## config.mk

```make
export PLATFORM = sky130hd
export DESIGN_NAME = ser_mux
export DESIGN_NICKNAME = d
export VERILOG_FILES = /design/src/rtl/ser_mux.sv
export SDC_FILE = /design/constraint.sdc
export NUM_CORES = 1
export LEC_CHECK = 0
export ABC_CLOCK_PERIOD_IN_PS = 4000
export CORE_ASPECT_RATIO = 0.6
export CORE_MARGIN = 3
export CORE_UTILIZATION = 48
export DETAILED_ROUTE_END_ITERATION = 8
export PLACE_DENSITY = 0.77
export SLEW_MARGIN = 20
export SYNTH_ARGS = -nofsm -noshare
export SYNTH_HDL_FRONTEND = slang
export SYNTH_SLANG_ARGS = --single-unit
```

## constraint.sdc

```tcl
create_clock -name clk_i -period 4 [get_ports clk_i]
set_clock_uncertainty 0.2 [all_clocks]
set_input_delay 0.6 -clock clk_i [delete_from_list [all_inputs] [get_ports clk_i]]
set_output_delay 0.6 -clock clk_i [all_outputs]
set_load 0.005 [all_outputs]
```

## src/rtl/ser_mux.sv

```systemverilog
`default_nettype none
// ser_mux: parallel-to-serial word transmitter, LSB first, with bit index and write strobe per bit.
// Rev 1.0
module ser_mux #(
    parameter int WIDTH = 16,
    parameter int CNT_W = 4
) (
    input  logic             clk_i,
    input  logic             rst_n_i,
    input  logic [WIDTH-1:0] in_word_i,
    input  logic             in_valid_i,
    input  logic             hold_i,
    output logic             ready_o,
    output logic             out_o,
    output logic [CNT_W-1:0] count_o,
    output logic             wr_en_o,
    output logic             done_o
);

    localparam logic [1:0]       S_IDLE  = 2'd0;
    localparam logic [1:0]       S_SHIFT = 2'd1;
    localparam logic [1:0]       S_FIN   = 2'd2;
    localparam logic [CNT_W-1:0] C_LAST  = CNT_W'(WIDTH - 1);

    logic [1:0]       state_q,  state_d;
    logic [WIDTH-1:0] shadow_q, shadow_d;
    logic [CNT_W-1:0] count_q,  count_d;
    logic             out_q,    out_d;
    logic             wr_en_q,  wr_en_d;
    logic             done_q,   done_d;
    logic             ready_q,  ready_d;
    logic [CNT_W-1:0] w_count_inc;

    assign w_count_inc = count_q + 1'b1;

    always_comb begin
        state_d  = state_q;
        shadow_d = shadow_q;
        count_d  = count_q;
        out_d    = out_q;
        wr_en_d  = wr_en_q;
        done_d   = done_q;
        ready_d  = ready_q;
        case (state_q)
            S_IDLE: begin
                if (in_valid_i) begin
                    shadow_d = in_word_i;
                    count_d  = '0;
                    out_d    = in_word_i[0];
                    wr_en_d  = !hold_i;
                    ready_d  = 1'b0;
                    state_d  = S_SHIFT;
                end
            end
            S_SHIFT: begin
                // A bit is retired only on an edge where it was actually strobed,
                // so HOLD can delay but never skip or repeat an index.
                if (wr_en_q) begin
                    if (count_q == C_LAST) begin
                        wr_en_d = 1'b0;
                        done_d  = 1'b1;
                        state_d = S_FIN;
                    end else begin
                        count_d = w_count_inc;
                        out_d   = shadow_q[w_count_inc];
                        wr_en_d = !hold_i;
                    end
                end else begin
                    wr_en_d = !hold_i;
                end
            end
            S_FIN: begin
                done_d  = 1'b0;
                ready_d = 1'b1;
                state_d = S_IDLE;
            end
            default: begin
                wr_en_d = 1'b0;
                done_d  = 1'b0;
                ready_d = 1'b1;
                state_d = S_IDLE;
            end
        endcase
    end

    always_ff @(posedge clk_i or negedge rst_n_i) begin
        if (!rst_n_i) begin
            state_q  <= S_IDLE;
            shadow_q <= '0;
            count_q  <= '0;
            out_q    <= 1'b0;
            wr_en_q  <= 1'b0;
            done_q   <= 1'b0;
            ready_q  <= 1'b1;
        end else begin
            state_q  <= state_d;
            shadow_q <= shadow_d;
            count_q  <= count_d;
            out_q    <= out_d;
            wr_en_q  <= wr_en_d;
            done_q   <= done_d;
            ready_q  <= ready_d;
        end
    end

    assign ready_o = ready_q;
    assign out_o   = out_q;
    assign count_o = count_q;
    assign wr_en_o = wr_en_q;
    assign done_o  = done_q;

endmodule
`default_nettype wire
```

# ---- Word level (Yosys, flattened, before mapping)
# Cells that the tools add are included.
# Widths: inputs -> output; s select.
dict set report word_totals {
  ff_bits 26
  latchBits 0
  ramBits 0
  mem_bits_ro 0
  output_inout_bits 8
  elab_cells 51
  memories 0
}
dict set report op_classes {
  add_sub_neg 1
  mul 0
  n_div 0
  order_cmp 1
  n_eq_ne 7
  shifts 0
  mux 23
  bitwise_logic 3
  reduce_logical 9
}
# op n
set ops {}
lappend ops {{$mux 4} 3}
lappend ops {{$mux 1} 10}
lappend ops {{$ne 2x2->1 const B} 4}
lappend ops {{$pmux 4 s2} 1}
lappend ops {{$mux 2} 3}
lappend ops {{$pmux 1 s2} 3}
lappend ops {{$reduce_and 2->1} 3}
lappend ops {{$reduce_and 3->1} 2}
lappend ops {{$lt 4x5->1 const B} 1}
lappend ops {{$add 4x1->4 const B} 1}
lappend ops {{$bmux 1 s4} 1}
lappend ops {{$eq 4x4->1 const B} 1}
lappend ops {{$pmux 2 s2} 1}
lappend ops {{$reduce_and 4->1} 1}
lappend ops {{$not 1->1} 3}
lappend ops {{$pmux 1 s3} 1}
lappend ops {{$eq 2x1->1 const B} 1}
lappend ops {{$eq 2x2->1 const B} 1}
lappend ops {{$logic_not 2->1} 1}
lappend ops {{$reduce_bool 2->1} 1}
lappend ops {{$logic_not 1->1} 1}

# ---- Logic depth before layout (Yosys ltp)
# Gate-level depths: netlist of run 1.
dict set report logic_depth {
  ltp_word 6
  mapped_depth 6
}

# ---- Worst setup path before layout of run 1
# Ideal clock, no wire load.
dict set report synth_path {
  kind {flip-flop to flip-flop}
  start {reg count_q[0] (netlist: count_o[0])}
  end {reg out_q (netlist: out_o)}
  setup_ns 0.118
  arrival_ns 1.863
  required_ns 3.682
  path_slack_ns 1.819
  stages_incl_launch_ff 6
  path_buffers 0
  synth_period_minus_slack_ns 2.181
  cell_sequence {dfrtp_1 -> ha_1 -> xnor2_1 -> mux4_1 -> mux4_2 -> a21o_1}
}
dict set report synth_via {
  elab_chain_cells 6
  elab_cells_between_ends 9
  classes_between {add/sub (1); eq/ne (2); mux (5); reduce/logical (1)}
}
# element line
set synth_rtl {}
lappend synth_rtl {{from (decl)} 27} ;# logic [CNT_W-1:0] count_q, count_d;
lappend synth_rtl {{from (signal assigned)} 98} ;# count_q <= count_d;
lappend synth_rtl {{$add 4x1->4} 34} ;# assign w_count_inc = count_q + 1'b1;
lappend synth_rtl {{$bmux 1 s4} 65} ;# out_d = shadow_q[w_count_inc];
lappend synth_rtl {{$mux 1 (not written as such)} 65}
lappend synth_rtl {{$mux 1} 59} ;# if (count_q == C_LAST) begin
lappend synth_rtl {{$mux 1} 58} ;# if (wr_en_q) begin
lappend synth_rtl {{$pmux 1 s2} 44} ;# case (state_q)
lappend synth_rtl {{to (signal assigned)} 99} ;# out_q <= out_d;
lappend synth_rtl {{to (decl)} 28} ;# logic out_q, out_d;
# Parallel ways exist; a longest one is shown, timed or not. The select of a mux whose other input is x is not followed.
# A chain may end at the register's enable or synchronous reset.

# ---- Final worst setup path of run 1
# Ends and elaborated chain as after synthesis.

==> out/metrics.yaml, run 1 <==
global_route:
  grt_pass1_wl_um: 3864
  overflow: 0
  track_usage: 0.1648
  antenna_found_initial: 0
  grt_max_degree: 27
  grt_pass1_vias: 773
cts:
  clk_latency_ns: 0.28
  cts.hold.buffers_added: 0
  htree_num_levels: 1
  cts_sinks: 26
  post_cts_buffers: 0
  clockRootBuffer: "clkbuf_8"
  clk_path_buf_depth: 2
  ctsResizeCount: 0
  clk_pin_slew_ns: 0.09
  cts_tree: "done"
  cts-buffers-inserted: 3
routing:
  wl_um: 2481
  drt_pass1_iterations: 4
  vias: 866
  final_antenna_net_count: 0
  wl_per_cell_um: 16.22
  drc_errors: 0
  drt_iter0_drc: 67
  viasPerCell: 5.660
place:
  placement.io_buffers: 27
  gp_congestion: 0.8787
  dpl_cell_area_sq_mm: 0.001534
  dp_hpwl_um: 1801
logic_synthesis:
  yosys.area.top_type: "dfrtp_1"
  synth-xor-area-share: 0.01411
  yosysUniqueCellTypes: 27
  synth_commonest_cells: "dfrtp_1 (25), mux2_2 (16), nand2_1 (7)"
  synthTopCellsByArea: "dfrtp_1 (50%), mux2_2 (15%), mux4_1 (8.5%)"
  yosysWarnings: 0
  yosysMostFrequentCell: "dfrtp_1"
  synth_top_family_by_area: "multiplexers"
  synthCells: 95
  synth-seq-cells: 26
  synth-compound-area-share: 0.08669
  synth-adder-area-share: 0.01008
  syn_area_sq_mm: 0.001241
  synth_edf_count: 0
  yosys.area_share.simple: 0.08871
  synth_area_per_cell_sq_um: 13.07
  syn_nets: 116
  synth.top_cell.area_share: 0.5040
  ys.flop_type: "dfrtp_1"
  yosysSeqAreaShare: 0.5252
  muxShareOfSynthArea: 0.2480
  async_reset_ff_frac: 1.000
timing:
  slew_headroom: 0.5134
  slew_viol_final: 0
  finalSetupTns_ns: 0
  final.min_clock_period_ns: 2.604
  fin_crit_sh: 0.6510
  finalSetupViolCount: 0
  fmax_mhz: 384.0
  hold_viol_final: 0
  whs_ns: 0.1037
  tightest_slew_ns: 0.7267
  rsz0062_at_grt: "no"
setup_path:
  reg2reg_to: "out_o"
  critical_path_class: "reg -> reg"
  cp.required_ns: 3.97
  worst-path-buf-inv: 0
  startpoint: "count_o[0]"
  end_kind: "flop"
  worstPathMaxFanout: 10
  critPathMaxStageDelay_ns: 0.53
  reg2reg_depth: 5
  path_depth: 5
  path_cells: "ha_1 -> xnor2_1 -> mux4_1 -> mux4_2 -> a21o_1"
  cp.arrival_ns: 2.58
  slowest_stage: "dfrtp_1"
  r2r_start: "count_o[0]"
  start_kind: "flop"
  reg2reg_slack_ns: 1.40
  crit_family: "multiplexers"
  worstSetupEndpoint: "out_o"
flow_run:
  maxCapViolCount: 0
pwr:
  p_leak_nw: 0.6674
  peakVddDrop_mv: 0.3309
  power.total_mw: 1.102
  power_density_mw_per_mm2: 698.1
cells_and_area:
  nNetsFinal: 145
  area_growth_pct: 27.22
  utilization: 0.6836
  antenna_cells: 0
  final_area_sq_mm: 0.001579
  filler_cell_count: 164
  drive_gt1_frac: 0.2114
floorplanning:
  die_w_um: 71.65
  floorplan.rows: 13
  start_util: 0.5374
  pin_count: 28
  design.die.area_sq_mm: 0.003252
  die_h_um: 45.39
  coreArea_sq_mm: 0.002310
hold_path:
  min_path_type: "in -> async"
run_status:
  outcome: "completed"
## final cells by class
type	count	area, sq um	share of cell area
multi-input cells	62	560.5	0.3550
flip-flops and latches	26	651.9	0.4128
repair buffers	28	272.8	0.1727
well taps	30	37.54	0.02377
clock buffers	4	45.04	0.02853
inverters	3	11.26	0.007132
## per-layer routing
layer / routed length, um / track usage
met4: 14 / 0.06742
met3: 161 / 0.05507
met2: 1095 / 0.2336
met5: 0 / 0
met1: 1209 / 0.2334
## how the worst min path moves through the flow
stage          cells past startpoint        start           to  slack, ns
2_1_floorplan                      0      rst_n_i   count_o[0]       0.10
3_3_place_gp                       1  shadow_q[9]  shadow_q[9]       0.28
3_5_place_dp                       2      ready_o      ready_o       0.28
4_1_cts                            1      rst_n_i   count_o[1]       0.12
5_1_grt                            1      rst_n_i   count_o[1]       0.14
6_report                           1      rst_n_i   count_o[1]       0.10
## layout by cell type (no fill, tap or decap), drive strengths merged, types with 4 or more instances in the layout
cell	count
a22o	4
clkbuf	4
clkdlybuf4s50	26
dfrtp	25
mux2	16
mux4	5
nand2	7
nor2	5
o21ai	5
## logic make-up (layout without fill, tap and decap cells)
family | Yosys count | in the layout
compound gates | 16 | 16
xor+xnor | 2 | 2
fa+ha+maj | 1 | 1
buf+inv | 7 | 35
flops | 26 | 26
mux | 21 | 21
simple gates | 22 | 22
## metrics by stage
step           instances  setup WS, ns
3_3_place_gp         149         1.272
6_report             153         1.396
5_1_grt              153         1.290
3_5_place_dp         149         1.192
4_1_cts              153         1.393
2_1_floorplan         95         1.819
## power by group
group	internal, mW	total [mW]	switching (mW)
sequential	0.382	0.480	0.0976
clock	0.0714	0.154	0.0823
combinational	0.303	0.469	0.165
## registers in the layout, indices dropped and copies added (netlist names)
signal / cells
shadow_q: 16
count_o: 4
state_q: 2
done_o: 1
out_o: 1
ready_o: 1
wr_en_o: 1
(Power assumes the default switching activity.)
==> run 2: changes to the inputs <==
--- a/config.mk
+++ b/config.mk
@@ -5,12 +5,12 @@
 export SDC_FILE = /design/constraint.sdc
 export NUM_CORES = 1
 export LEC_CHECK = 0
-export ABC_CLOCK_PERIOD_IN_PS = 4000
+export ABC_CLOCK_PERIOD_IN_PS = 2300
 export CORE_ASPECT_RATIO = 0.6
 export CORE_MARGIN = 3
-export CORE_UTILIZATION = 48
+export CORE_UTILIZATION = 44
 export DETAILED_ROUTE_END_ITERATION = 8
-export PLACE_DENSITY = 0.77
+export PLACE_DENSITY = 0.74
 export SLEW_MARGIN = 20
 export SYNTH_ARGS = -nofsm -noshare
 export SYNTH_HDL_FRONTEND = slang
==> constraint.sdc (replaced) <==
create_clock -name clk_i -period 2.3 [get_ports clk_i]
set_clock_uncertainty 0.2 [all_clocks]
set_input_delay 0.345 -clock clk_i [delete_from_list [all_inputs] [get_ports clk_i]]
set_output_delay 0.345 -clock clk_i [all_outputs]
set_load 0.005 [all_outputs]
==> run 2 against run 1 <==
Against the previous run:
- first-iteration DRC count fell by 18%
- combinational power rose by 92%
- worst hold slack improved by 0.12 ns
- wire length fell by 2.9%
- via count rose by 3.2%
- setup slack got worse by 1.2 ns
- flip-flop and latch count did not move
- largest cell class unchanged
==> out/metrics.yaml, run 2 (same netlist as run 1, synthesis figures left out) <==
run_status:
  outcome: "completed"  # unchanged
setup_path:
  critPathMaxStageDelay_ns: 0.45  # was 0.53 ns
  reg2reg_slack_ns: 0.15  # was 1.40 ns
  reg2reg_depth: 6  # was 5
  path_cells: "ha_2 -> xnor2_1 -> buf_4 -> mux4_1 -> mux4_2 -> a21o_1"  # was ha_1 -> xnor2_1 -> mux4_1 -> mux4_2 -> a21o_1
  cp.arrival_ns: 2.12  # was 2.58 ns
  slowest_stage: "mux4_2"  # was dfrtp_1
  worstPathMaxFanout: 5  # was 10
  start_kind: "flop"  # unchanged
  r2r_start: "count_o[0]"  # unchanged
  cp.required_ns: 2.27  # was 3.97 ns
  end_kind: "flop"  # unchanged
  reg2reg_to: "out_o"  # unchanged
  critical_path_class: "reg -> reg"  # unchanged
timing:
  fin_crit_sh: 0.9339  # was 0.6510
  slew_viol_final: 0  # unchanged
  hold_viol_final: 0  # unchanged
  finalSetupTns_ns: 0  # unchanged
  finalSetupViolCount: 0  # unchanged
  final.min_clock_period_ns: 2.148  # was 2.604 ns
  slew_headroom: 0.6994  # was 0.5134
  layout_setup_ws_ns: 0.1520  # was 1.396 ns
  tightest_slew_ns: 0.4500  # was 0.7267 ns
  fmax_mhz: 465.5  # was 384.0 MHz
  rsz0062_at_grt: "no"  # unchanged
place:
  placed_cells: 156  # was 149
  gp_congestion: 0.8522  # was 0.8787
  pre_cts_slack_ns: 0.1076  # was 1.192 ns
  dp_hpwl_um: 1876  # was 1801 um
  placement.io_buffers: 27  # unchanged
cells_and_area:
  drive_gt1_frac: 0.2500  # was 0.2114
  layout_commonest_cell: "clkdlybuf4s50_1"  # unchanged
  regMostFlops: "shadow_q"  # unchanged
  filler_cell_count: 198  # was 164
  nNetsFinal: 150  # was 145
  largest_reg_flops: 16  # unchanged
  antenna_cells: 0  # unchanged
  final_cells: 160  # was 153
  final_cell_mix: "clkdlybuf4s50_1 (27), dfrtp_1 (25), mux2_2 (16)"  # was clkdlybuf4s50_1 (26), dfrtp_1 (25), mux2_2 (16)
  area_growth_pct: 33.17  # was 27.22%
  multi_input_area_sq_um: 563.0  # was 560.5 sq um
  regArea_sq_um: 651.9  # unchanged
global_route:
  grt_max_degree: 27  # unchanged
  track_usage: 0.1622  # was 0.1648
  overflow: 0  # unchanged
  grt_pass1_vias: 905  # was 773
  antenna_found_initial: 0  # unchanged
  grt_pass1_wl_um: 4119  # was 3864 um
routing:
  drt_iter0_drc: 55  # was 67
  wl_um: 2408  # was 2481 um
  drt_pass1_iterations: 4  # unchanged
  vias: 894  # was 866
  final_antenna_net_count: 0  # unchanged
  wl_per_cell_um: 15.05  # was 16.22 um
  viasPerCell: 5.588  # was 5.660
  drc_errors: 0  # unchanged
flow_run:
  maxCapViolCount: 0  # unchanged
cts:
  cts_sinks: 26  # unchanged
  htree_num_levels: 1  # unchanged
  clk_path_buf_depth: 2  # unchanged
  post_cts_buffers: 0  # unchanged
  clockRootBuffer: "clkbuf_8"  # unchanged
  clk_latency_ns: 0.27  # was 0.28 ns
  cts_tree: "done"  # unchanged
  cts.hold.buffers_added: 0  # unchanged
  clk_pin_slew_ns: 0.09  # about the same
  cts-buffers-inserted: 3  # unchanged
floorplanning:
  die_w_um: 74.57  # was 71.65 um
  die_h_um: 47.14  # was 45.39 um
  coreArea_sq_mm: 0.002592  # was 0.002310 sq mm
  pin_count: 28  # unchanged
  floorplan.rows: 14  # was 13
  design.die.area_sq_mm: 0.003515  # was 0.003252 sq mm
  start_util: 0.4788  # was 0.5374
hold_path:
  min_path_type: "in -> async"  # unchanged
pwr:
  power_density_mw_per_mm2: 1258  # was 698.1 mW/mm^2
  peakVddDrop_mv: 0.4720  # was 0.3309 mV
  power.total_mw: 2.079  # was 1.102 mW
  p_leak_nw: 0.7032  # was 0.6674 nW
run 2: stage by stage:
stage	hold slack [ns]	utilization	area [sq um]
finish	0.2283	0.6375	1653
CTS	0.2317	0.6366	1650
floorplan	-0.1506	-	1241
global placement	0.2842	0.6091	1579
global route	0.2661	0.6375	1653
detailed placement	0.2921	0.6091	1579
run 2: cell type report:
cell class	count	share of cell area
clock buffer	3	0.02498
clock inverter	1	0.01817
inverter	3	0.006813
multi-input combinational	62	0.3407
sequential	26	0.3944
tap	32	0.02422
timing repair buffer	33	0.1908
run 2: per-layer routing:
layer  global-route usage  up-vias  routed length [um]
met4              0.07447        0                  46
met5                    0        -                   0
met1               0.2046      439                1097
met2               0.2653       27                1138
met3              0.04701        7                 126
li1                     -      421                   -
run 2: report_power, final:
group,internal (mW),switching [mW],total [mW]
combinational,0.576,0.324,0.900
clock,0.233,0.145,0.378
sequential,0.666,0.136,0.802
run 2: critical path: cells and delay by family (launching register included):
family	cells	cell delay, ns
flip-flops	1	0.39
AO/OA/AOI/OAI	1	0.19
adder cells (fa/ha/maj)	1	0.22
multiplexers	2	0.73
XOR/XNOR	1	0.15
buffers and inverters	1	0.16
run 2: how the worst max path moves through the flow:
| stage | from | end | slack, ns | cells after the start |
|---|---|---|---|---|
| final | count_o[0] | out_o | 0.15 | 6 |
| after floorplan | count_o[0] | out_o | 0.12 | 5 |
| after CTS | count_o[0] | out_o | 0.09 | 6 |
| after global placement | in_valid_i | out_o | 0.14 | 5 |
| after detailed placement | in_valid_i | out_o | 0.11 | 5 |
| after global routing | count_o[0] | out_o | 0.06 | 6 |
run 2: timing repair:
item / in CTS / in global routing
endpoints found under the hold margin: 0 / 0
endpoints found under the setup margin: 0 / 1
gates resized for setup: 0 / 1
==> run 3: changes to the inputs <==
--- a/config.mk
+++ b/config.mk
@@ -10,6 +10,7 @@
 export CORE_MARGIN = 3
 export CORE_UTILIZATION = 44
 export DETAILED_ROUTE_END_ITERATION = 8
+export HOLD_SLACK_MARGIN = 0.05
 export PLACE_DENSITY = 0.74
 export SLEW_MARGIN = 20
 export SYNTH_ARGS = -nofsm -noshare
==> results of run 3 <==
Same layout as run 2: the final DEF is identical, and so are final timing and power.
